### config.mk
export PLATFORM = sky130hd
export DESIGN_NAME = sine_voice_scheduler
export DESIGN_NICKNAME = d
export VERILOG_FILES = /design/src/rtl/sine_voice_scheduler_pkg.sv /design/src/rtl/sine_quadrant_fold.sv /design/src/rtl/sine_voice_scheduler.sv
export SDC_FILE = /design/constraint.sdc
export NUM_CORES = 1
export LEC_CHECK = 0
export CORE_MARGIN = 5
export CORE_UTILIZATION = 30
export CTS_CLUSTER_SIZE = 28
export DETAILED_ROUTE_END_ITERATION = 8
export SYNTH_ARGS = -nofsm -noshare
export SYNTH_HDL_FRONTEND = slang
export SYNTH_SLANG_ARGS = --single-unit
### constraint.sdc
create_clock -name clk -period 5.9 [get_ports clk]
set_input_delay 0.59 -clock clk [delete_from_list [all_inputs] [get_ports clk]]
set_output_delay 0.59 -clock clk [all_outputs]
set_load 0.005 [all_outputs]
### src/rtl/sine_voice_scheduler_pkg.sv
// Shared constants and state encoding for the time-shared sine voice scheduler.
package sine_voice_scheduler_pkg;

    localparam int PHASE_W  = 22;
    localparam int STEP_W   = 20;
    localparam int ROM_AW   = 10;
    localparam int SAMPLE_W = 16;

    typedef enum logic [1:0] {
        IDLE  = 2'd0,
        ISSUE = 2'd1,
        DRAIN = 2'd2
    } state_t;

endpackage

### src/rtl/sine_quadrant_fold.sv
// Maps the top 12 phase bits onto a quarter-wave ROM address plus a negate flag.
module sine_quadrant_fold
    import sine_voice_scheduler_pkg::*;
(
    input  logic [ROM_AW+1:0] phase_hi,
    output logic [ROM_AW-1:0] addr,
    output logic              negate
);

    logic [1:0]        quadrant;
    logic [ROM_AW-1:0] index;

    assign quadrant = phase_hi[ROM_AW+1:ROM_AW];
    assign index    = phase_hi[ROM_AW-1:0];

    // Odd quadrants walk the table backwards; ~index equals 1023 - index.
    assign addr   = quadrant[0] ? ~index : index;
    assign negate = quadrant[1];

endmodule

### src/rtl/sine_voice_scheduler.sv
// Shares one sine ROM across NUM_VOICES phase accumulators and mixes one sample per request.
module sine_voice_scheduler
    import sine_voice_scheduler_pkg::*;
#(
    parameter int NUM_VOICES = 3,
    parameter int MIX_SHIFT  = 2
) (
    input  logic                         clk,
    input  logic                         reset,
    input  logic                         generate_next,
    input  logic [STEP_W*NUM_VOICES-1:0] step_sizes,
    input  logic [NUM_VOICES-1:0]        voice_en,
    input  logic [NUM_VOICES-1:0]        phase_clear,
    output logic [ROM_AW-1:0]            rom_addr,
    input  logic [SAMPLE_W-1:0]          rom_dout,
    output logic [SAMPLE_W-1:0]          sample,
    output logic                         sample_ready,
    output logic                         busy,
    output logic                         overrun
);

    localparam int ACC_W = SAMPLE_W + 2;

    state_t                    state, state_next;
    logic [1:0]                idx;
    logic [PHASE_W-1:0]        phase [NUM_VOICES];
    logic [ROM_AW+1:0]         phase_hi_sel;
    logic                      en_sel;
    logic [ROM_AW-1:0]         fold_addr;
    logic                      fold_neg;
    logic [ROM_AW-1:0]         addr_hold;
    logic                      neg_q;
    logic                      en_q;
    logic                      data_vld;
    logic signed [ACC_W-1:0]   acc;
    logic signed [ACC_W-1:0]   acc_sum;
    logic signed [ACC_W-1:0]   dout_ext;
    logic signed [ACC_W-1:0]   contrib;
    logic                      accept;
    logic                      last_slot;

    assign accept    = generate_next && (state == IDLE);
    assign last_slot = (idx == 2'(NUM_VOICES - 1));
    assign busy      = (state != IDLE);
    assign rom_addr  = (state == ISSUE) ? fold_addr : addr_hold;

    always_comb begin
        phase_hi_sel = '0;
        en_sel       = 1'b0;
        for (int i = 0; i < NUM_VOICES; i++) begin
            if (idx == 2'(i)) begin
                phase_hi_sel = phase[i][PHASE_W-1:PHASE_W-ROM_AW-2];
                en_sel       = voice_en[i];
            end
        end
    end

    sine_quadrant_fold u_fold (
        .phase_hi (phase_hi_sel),
        .addr     (fold_addr),
        .negate   (fold_neg)
    );

    // neg_q/en_q belong to the slot issued last cycle, whose data arrives now.
    assign dout_ext = {{(ACC_W-SAMPLE_W){rom_dout[SAMPLE_W-1]}}, rom_dout};

    always_comb begin
        contrib = '0;
        if (data_vld && en_q) begin
            contrib = neg_q ? -dout_ext : dout_ext;
        end
    end

    assign acc_sum = acc + contrib;

    always_ff @(posedge clk) begin
        if (reset) begin
            for (int i = 0; i < NUM_VOICES; i++) begin
                phase[i] <= '0;
            end
        end else begin
            for (int i = 0; i < NUM_VOICES; i++) begin
                if (phase_clear[i]) begin
                    phase[i] <= '0;
                end else if (accept && voice_en[i]) begin
                    phase[i] <= phase[i] + {2'b00, step_sizes[STEP_W*i +: STEP_W]};
                end
            end
        end
    end

    always_ff @(posedge clk) begin
        if (reset) begin
            state <= IDLE;
        end else begin
            state <= state_next;
        end
    end

    always_comb begin
        state_next = state;
        case (state)
            IDLE:    if (generate_next) state_next = ISSUE;
            ISSUE:   if (last_slot) state_next = DRAIN;
            DRAIN:   state_next = IDLE;
            default: state_next = IDLE;
        endcase
    end

    always_ff @(posedge clk) begin
        if (reset) begin
            idx          <= '0;
            acc          <= '0;
            addr_hold    <= '0;
            neg_q        <= 1'b0;
            en_q         <= 1'b0;
            data_vld     <= 1'b0;
            sample       <= '0;
            sample_ready <= 1'b0;
            overrun      <= 1'b0;
        end else begin
            sample_ready <= 1'b0;
            data_vld     <= (state == ISSUE);
            if (generate_next && (state != IDLE)) begin
                overrun <= 1'b1;
            end
            case (state)
                IDLE: begin
                    if (generate_next) begin
                        idx <= '0;
                        acc <= '0;
                    end
                end
                ISSUE: begin
                    idx       <= idx + 2'd1;
                    addr_hold <= fold_addr;
                    neg_q     <= fold_neg;
                    en_q      <= en_sel;
                    acc       <= acc_sum;
                end
                DRAIN: begin
                    acc          <= acc_sum;
                    sample       <= SAMPLE_W'(acc_sum >>> MIX_SHIFT);
                    sample_ready <= 1'b1;
                end
                default: ;
            endcase
        end
    end

endmodule

=== After elaboration in Yosys (flattened, before gate mapping) ===
Memories as Yosys holds them, arrays and structs flattened.
Index checks and enable logic that the tools add are counted.

* Add/sub/neg operators: 6
* Equal/unequal tests: 6
* Mux-type cells: 47
* Bitwise gates (word level): 7
* Reduce and logical (&&, ||, !) cells: 15

{| class="wikitable"
|+ Operators with widths
! operator !! count
|-
| $mux W22 || 6
|-
| $add A22 B20 Y22 || 3
|-
| $mux W18 || 3
|-
| $mux W12 || 3
|-
| $pmux W18 S2 || 1
|-
| $mux W1 || 27
|-
| $mux W10 || 2
|-
| $add A18 B18 Y18 || 1
|-
| $neg A16 Y18 || 1
|-
| $not A10 Y10 || 1
|-
| $pmux W2 S2 || 2
|-
| $logic_and A1 B1 Y1 || 6
|-
| $mux W2 || 3
|-
| $or A1 B1 Y1 || 6
|-
| $reduce_and A2 Y1 || 3
|-
| $reduce_bool A2 Y1 || 3
|-
| $eq A2 B1 Y1 const B || 2
|-
| $eq A2 B2 Y1 const B || 2
|-
| $logic_not A2 Y1 || 2
|-
| $ne A2 B2 Y1 const B || 2
|-
| $add A2 B1 Y2 const B || 1
|-
| $reduce_or A2 Y1 || 1
|}

* Register bits after elaboration: 53
* Bits in writable memories: 66
* Input bits: 85
* Output and inout port bits: 29
* Word-level logic and storage cells: 92
* Memories kept: 1

{| class="wikitable"
|+ Memory list
! memory !! words !! bits a word !! read ports !! clocked after memory_dff !! write ports !! line !! text
|-
| phase || 3 || 22 || 3 || 0 || 3 || sine_voice_scheduler.sv:26 || <nowiki>logic [PHASE_W-1:0] phase [NUM_VOICES];</nowiki>
|}

=== Longest topological paths before layout ===
* Depth in word-level cells: 8
* Depth in mapped cells: 15

=== Hierarchy ===
A second synthesis with hierarchy kept.

* Cell total of the unflattened synthesis: 996
* Area total of the unflattened synthesis: 8,834.7 µm²

{| class="wikitable"
|+ Modules (own cells, without submodules)
! module !! times used !! cells an instance !! area an instance (µm²)
|-
| sine_voice_scheduler || 1 || 984 || 8,728.4
|-
| sine_quadrant_fold || 1 || 12 || 106.4
|}

=== Least setup slack after synthesis ===
Ideal clock, no wire load.

* Kind: input -> register
* Start: input rom_dout[7]
* End: register sample[15]
* Library setup time: 0.086 ns
* Data arrival time: 3.466 ns
* Path slack: 2.349 ns
* Cell stages on the path: 11
* Buffers on the path: 0
* Cells stage by stage: or3_4 -> or4_4 -> or4_2 -> nand2_1 -> xor2_1 -> nor2_1 -> ha_1 -> and3_1 -> a221o_1 -> xnor2_1 -> a211oi_1

* Longest elaborated chain between the ends: 4

{| class="wikitable"
|+ Ends and longest elaborated chain
! element !! line !! text
|-
| start, declared || sine_voice_scheduler.sv:15 || <nowiki>input logic [SAMPLE_W-1:0] rom_dout,</nowiki>
|-
| $neg A16 Y18 || sine_voice_scheduler.sv:70 || <nowiki>contrib = neg_q ? -dout_ext : dout_ext;</nowiki>
|-
| $mux W18 (*) || sine_voice_scheduler.sv:70 ||
|-
| $mux W18 (*) || sine_voice_scheduler.sv:69 || <nowiki>if (data_vld && en_q) begin</nowiki>
|-
| $add A18 B18 Y18 (*) || sine_voice_scheduler.sv:74 || <nowiki>assign acc_sum = acc + contrib;</nowiki>
|-
| end signal, assigned || sine_voice_scheduler.sv:143 || <nowiki>sample <= SAMPLE_W'(acc_sum >>> MIX_SHIFT);</nowiki>
|-
| end, declared || sine_voice_scheduler.sv:16 || <nowiki>output logic [SAMPLE_W-1:0] sample,</nowiki>
|}

Every way passes the cells marked *; elsewhere a longest branch is shown, timed or not.
A chain may end at the register's enable or synchronous reset.

=== Worst setup path in the final report ===
* Start: register idx[0]
* End: output rom_addr[4]

* Longest elaborated chain between the ends: 7
* Elaborated cells on any way between the ends: 9
* Classes of those cells: eq/ne: 2; mux: 5; bitwise: 1; reduce/logical: 1

{| class="wikitable"
|+ Ends and longest elaborated chain
! element !! line !! text
|-
| start, declared || sine_voice_scheduler.sv:25 || <nowiki>logic [1:0] idx;</nowiki>
|-
| start signal, assigned || sine_voice_scheduler.sv:135 || <nowiki>idx <= idx + 2'd1;</nowiki>
|-
| $logic_not A2 Y1 || sine_voice_scheduler.sv:51 || <nowiki>if (idx == 2'(i)) begin</nowiki>
|-
| $mux W12 (2 in series) || sine_voice_scheduler.sv:51 ||
|-
| $mux W12 (*) || sine_voice_scheduler.sv:51 ||
|-
| $not A10 Y10 || sine_quadrant_fold.sv:17 || <nowiki>assign addr = quadrant[0] ? ~index : index;</nowiki>
|-
| $mux W10 (*) || sine_quadrant_fold.sv:17 ||
|-
| $mux W10 (*) || -- ||
|-
| end, declared || sine_voice_scheduler.sv:14 || <nowiki>output logic [ROM_AW-1:0] rom_addr,</nowiki>
|}

Marked as above.

==> run_results.csv <==
group,metric,value,unit
drt,vias,7236,
layout,nets,1256,
layout,area_growth,24.9,%
synthesis,synthAdderAreaFrac,13.1,%
power,cellLeakagePower,4.37,nW
placed_design,placed_cell_area,10200,sq um
timing,fin_setup_tns,0,ps
worst_setup_path,cp-start-kind,"register",
timing,relSlewSlack,24.8,%
synthesis,synth_seq_cells,119,
worst_setup_path,crit_slowest_cell,"o21ai_1",
timing,tightest_slew,1110,ps
timing,fin_crit_sh,68.8,%
synthesis,yosysMostFrequentCell,"nor2_1",
clocking,ctsHoldBuffers,0,
timing,setup_viol,0,
grt,grt_use_total,13.4,%
clocking,h-tree-depth,4,
run_status,status,"complete, no violations",
clocking,cts.path.max_buffers,2,
layout,final_area,10800,sq um
drt,ant_nets,0,
power,vdd_drop_max,0.147,mV
synthesis,synth_compound_area_share,20.1,%
die,dieArea,32300,sq um
timing,setup_slack,1840,ps
timing,finClkSkew,10.9,ps
grt,grt_pass1_vias,7021,
synthesis,syn_nets,1151,
worst_setup_path,worstPathRequired,5310,ps
die,initial_utilization,30.3,%
placed_design,pre_cts_ws,1640,ps
timing,hold_viol,0,
clocking,cts_tree,"done",
die,io-pin-count,114,
power,power_density,241,nW/um^2
synthesis,yosys_warnings,0,
synthesis,synth_common_cells,"nor2_1, ha_1, a21oi_1",
worst_hold_path,hold_class,"register to register",
clocking,cts.repair.resized,0,
synthesis,syn_avg_cell_area,8.84,sq um
die,rows,62,
synthesis,synth.area.top_cells,"edfxtp_1, dfxtp_1, ha_1, nor2_1, xor2_1",
timing,max_freq,0.246,GHz
die,fp.dieH,180,um
clocking,numClockSinks,119,
synthesis,async_flop_share,0,%
worst_setup_path,endpoint_kind,"output port",
grt,antenna_found_initial,1,
worst_setup_path,critPathMaxFanout,17,
clocking,clk_pin_slew,60,ps
drt,dr.pass1.iters,4,
grt,grt_max_degree,55,
die,core_area,28500,sq um
grt,overflow,0,
clocking,cts-buffers-inserted,17,
placed_design,dp_hpwl,16.8,mm
drt,wl_per_cell,14.9,um
drt,remaining_drc_errors,0,
layout,fillers,2999,
worst_setup_path,path_delay_family,"compound AO/OA/AOI/OAI gates",
synthesis,netlist.top_cell.by_area,"edfxtp_1",
timing,layout_min_cycle_time,4060,ps
worst_setup_path,max_stage_delay,870,ps
worst_setup_path,crit_path_frequent_cell,"a21oi_1",
die,die_w,180,um
worst_setup_path,crit_type,"register to output port",
flow_run,maxCapViolCount,0,
timing,rsz0062_at_grt,"no",
synthesis,netlist_area,8640,sq um
synthesis,synth_edf_count,66,
placed_design,routabilityCongestion,0.884,
worst_setup_path,crit_chain,"ha_1, a21oi_1, o21ai_1, xnor2_1, a21oi_1, clkdlybuf4s50_1",
worst_setup_path,r2r_setup_slack,2450,ps
drt,vias_per_cell,4.89,
synthesis,synth_cell_types,62,
synthesis,synthMuxAreaShare,1.85,%
clocking,root_buffer,"clkbuf_16",
layout,diodes,0,
drt,drt-total-wl,22.1,mm
synthesis,synthSimpleGateAreaFrac,18.2,%
synthesis,synth_seq_area_share,35.2,%
drt,first_iter_violations,353,
clocking,clkLatencyLatePin,420,ps
layout,drive_gt1_share,4.38,%
clocking,cts_setup_buffers,0,
synthesis,synth-xor-area-share,8.51,%
synthesis,yosys.area.top_type_share,22.9,%
worst_setup_path,worstPathArrival,3470,ps
synthesis,synth-main-ff-cell,"edfxtp_1",
worst_setup_path,path_buf_inv,1,
synthesis,synthCells,978,
grt,grt_first_pass_wirelength,35.6,mm
synthesis,synth_top_family_by_area,"compound AO/OA/AOI/OAI gates",
timing,drv_slew,0,
placed_design,numPortBuffers,113,
==> layout make-up <==
class                      count  area (sq um)  share of cell area, %
clock inverter                11           128                   1.18
inverter                      35           131                   1.22
clock buffer                  21           504                   4.67
sequential                   119          3040                   28.2
tap                          384           480                   4.45
timing repair buffer         119          1170                   10.8
multi-input combinational    791          5340                   49.4
==> per-layer routing <==
layer	GRT usage [%]	up-vias	share of wire [%]
met5	0	-	0.045
met4	5.15	2	2.5
met3	2.57	29	2.9
met2	21.4	110	45
met1	17.9	3336	49
li1	-	3759	-
==> tightest hold or removal path: cells and delay by family (launching register included) <==
family / cells / cell delay (ps)
flip-flops: 1 / 330
AO/OA/AOI/OAI: 1 / 40
AND/OR/NAND/NOR: 1 / 70
==> layout by cell type (no fill, tap or decap), drive strengths merged, types with 21 or more instances in the layout <==
cell	n
clkdlybuf4s50	112
edfxtp	66
nand2	71
ha	84
xnor2	40
o21ai	57
nor2b	28
a21o	28
dfxtp	53
a21oi	72
nor2	145
xor2	44
clkbuf	21
inv	42
==> metrics by stage <==
stage | hold WS (ps) | total power [mW] | instances | utilization (%)
floorplan | 432 | 1.31 | 978 | -
global placement | 454 | 1.49 | 1448 | 35.6
detailed placement | 472 | 1.50 | 1448 | 35.6
CTS | 486 | 2.64 | 1480 | 37.8
global route | 496 | 2.73 | 1480 | 37.8
finish | 477 | 2.60 | 1480 | 37.8
==> state kept, by name (all words and copies together), names as in the netlist, 2 cells and up <==
signal     flops
addr_hold     10
state          2
acc           18
sample        16
phase         66
idx            2
==> power by group <==
group	total [mW]	switching [mW]	internal, mW
registers	0.943	0.0248	0.918
logic	0.539	0.287	0.252
clock network	1.12	0.416	0.705
total	2.60	0.728	1.87
==> path summary, 6_finish.rpt <==
check | start | endpoint | depth (start not counted)
max | idx[0] | rom_addr[4] | 6
min | overrun | overrun | 2
max reg2reg | neg_q | sample[15] | 12
min reg2reg | overrun | overrun | 2
==> cell families after synthesis <==
| logic type | count (synthesis) |
|---|---|
| buffers and inverters | 68 |
| xor gates and xnor gates | 84 |
| AOI/OAI and AO/OA | 267 |
| adders and majority gates | 88 |
| muxes | 16 |
| and+or+nand+nor | 336 |
| DFF | 119 |
Power figures use the tool's default switching activity.
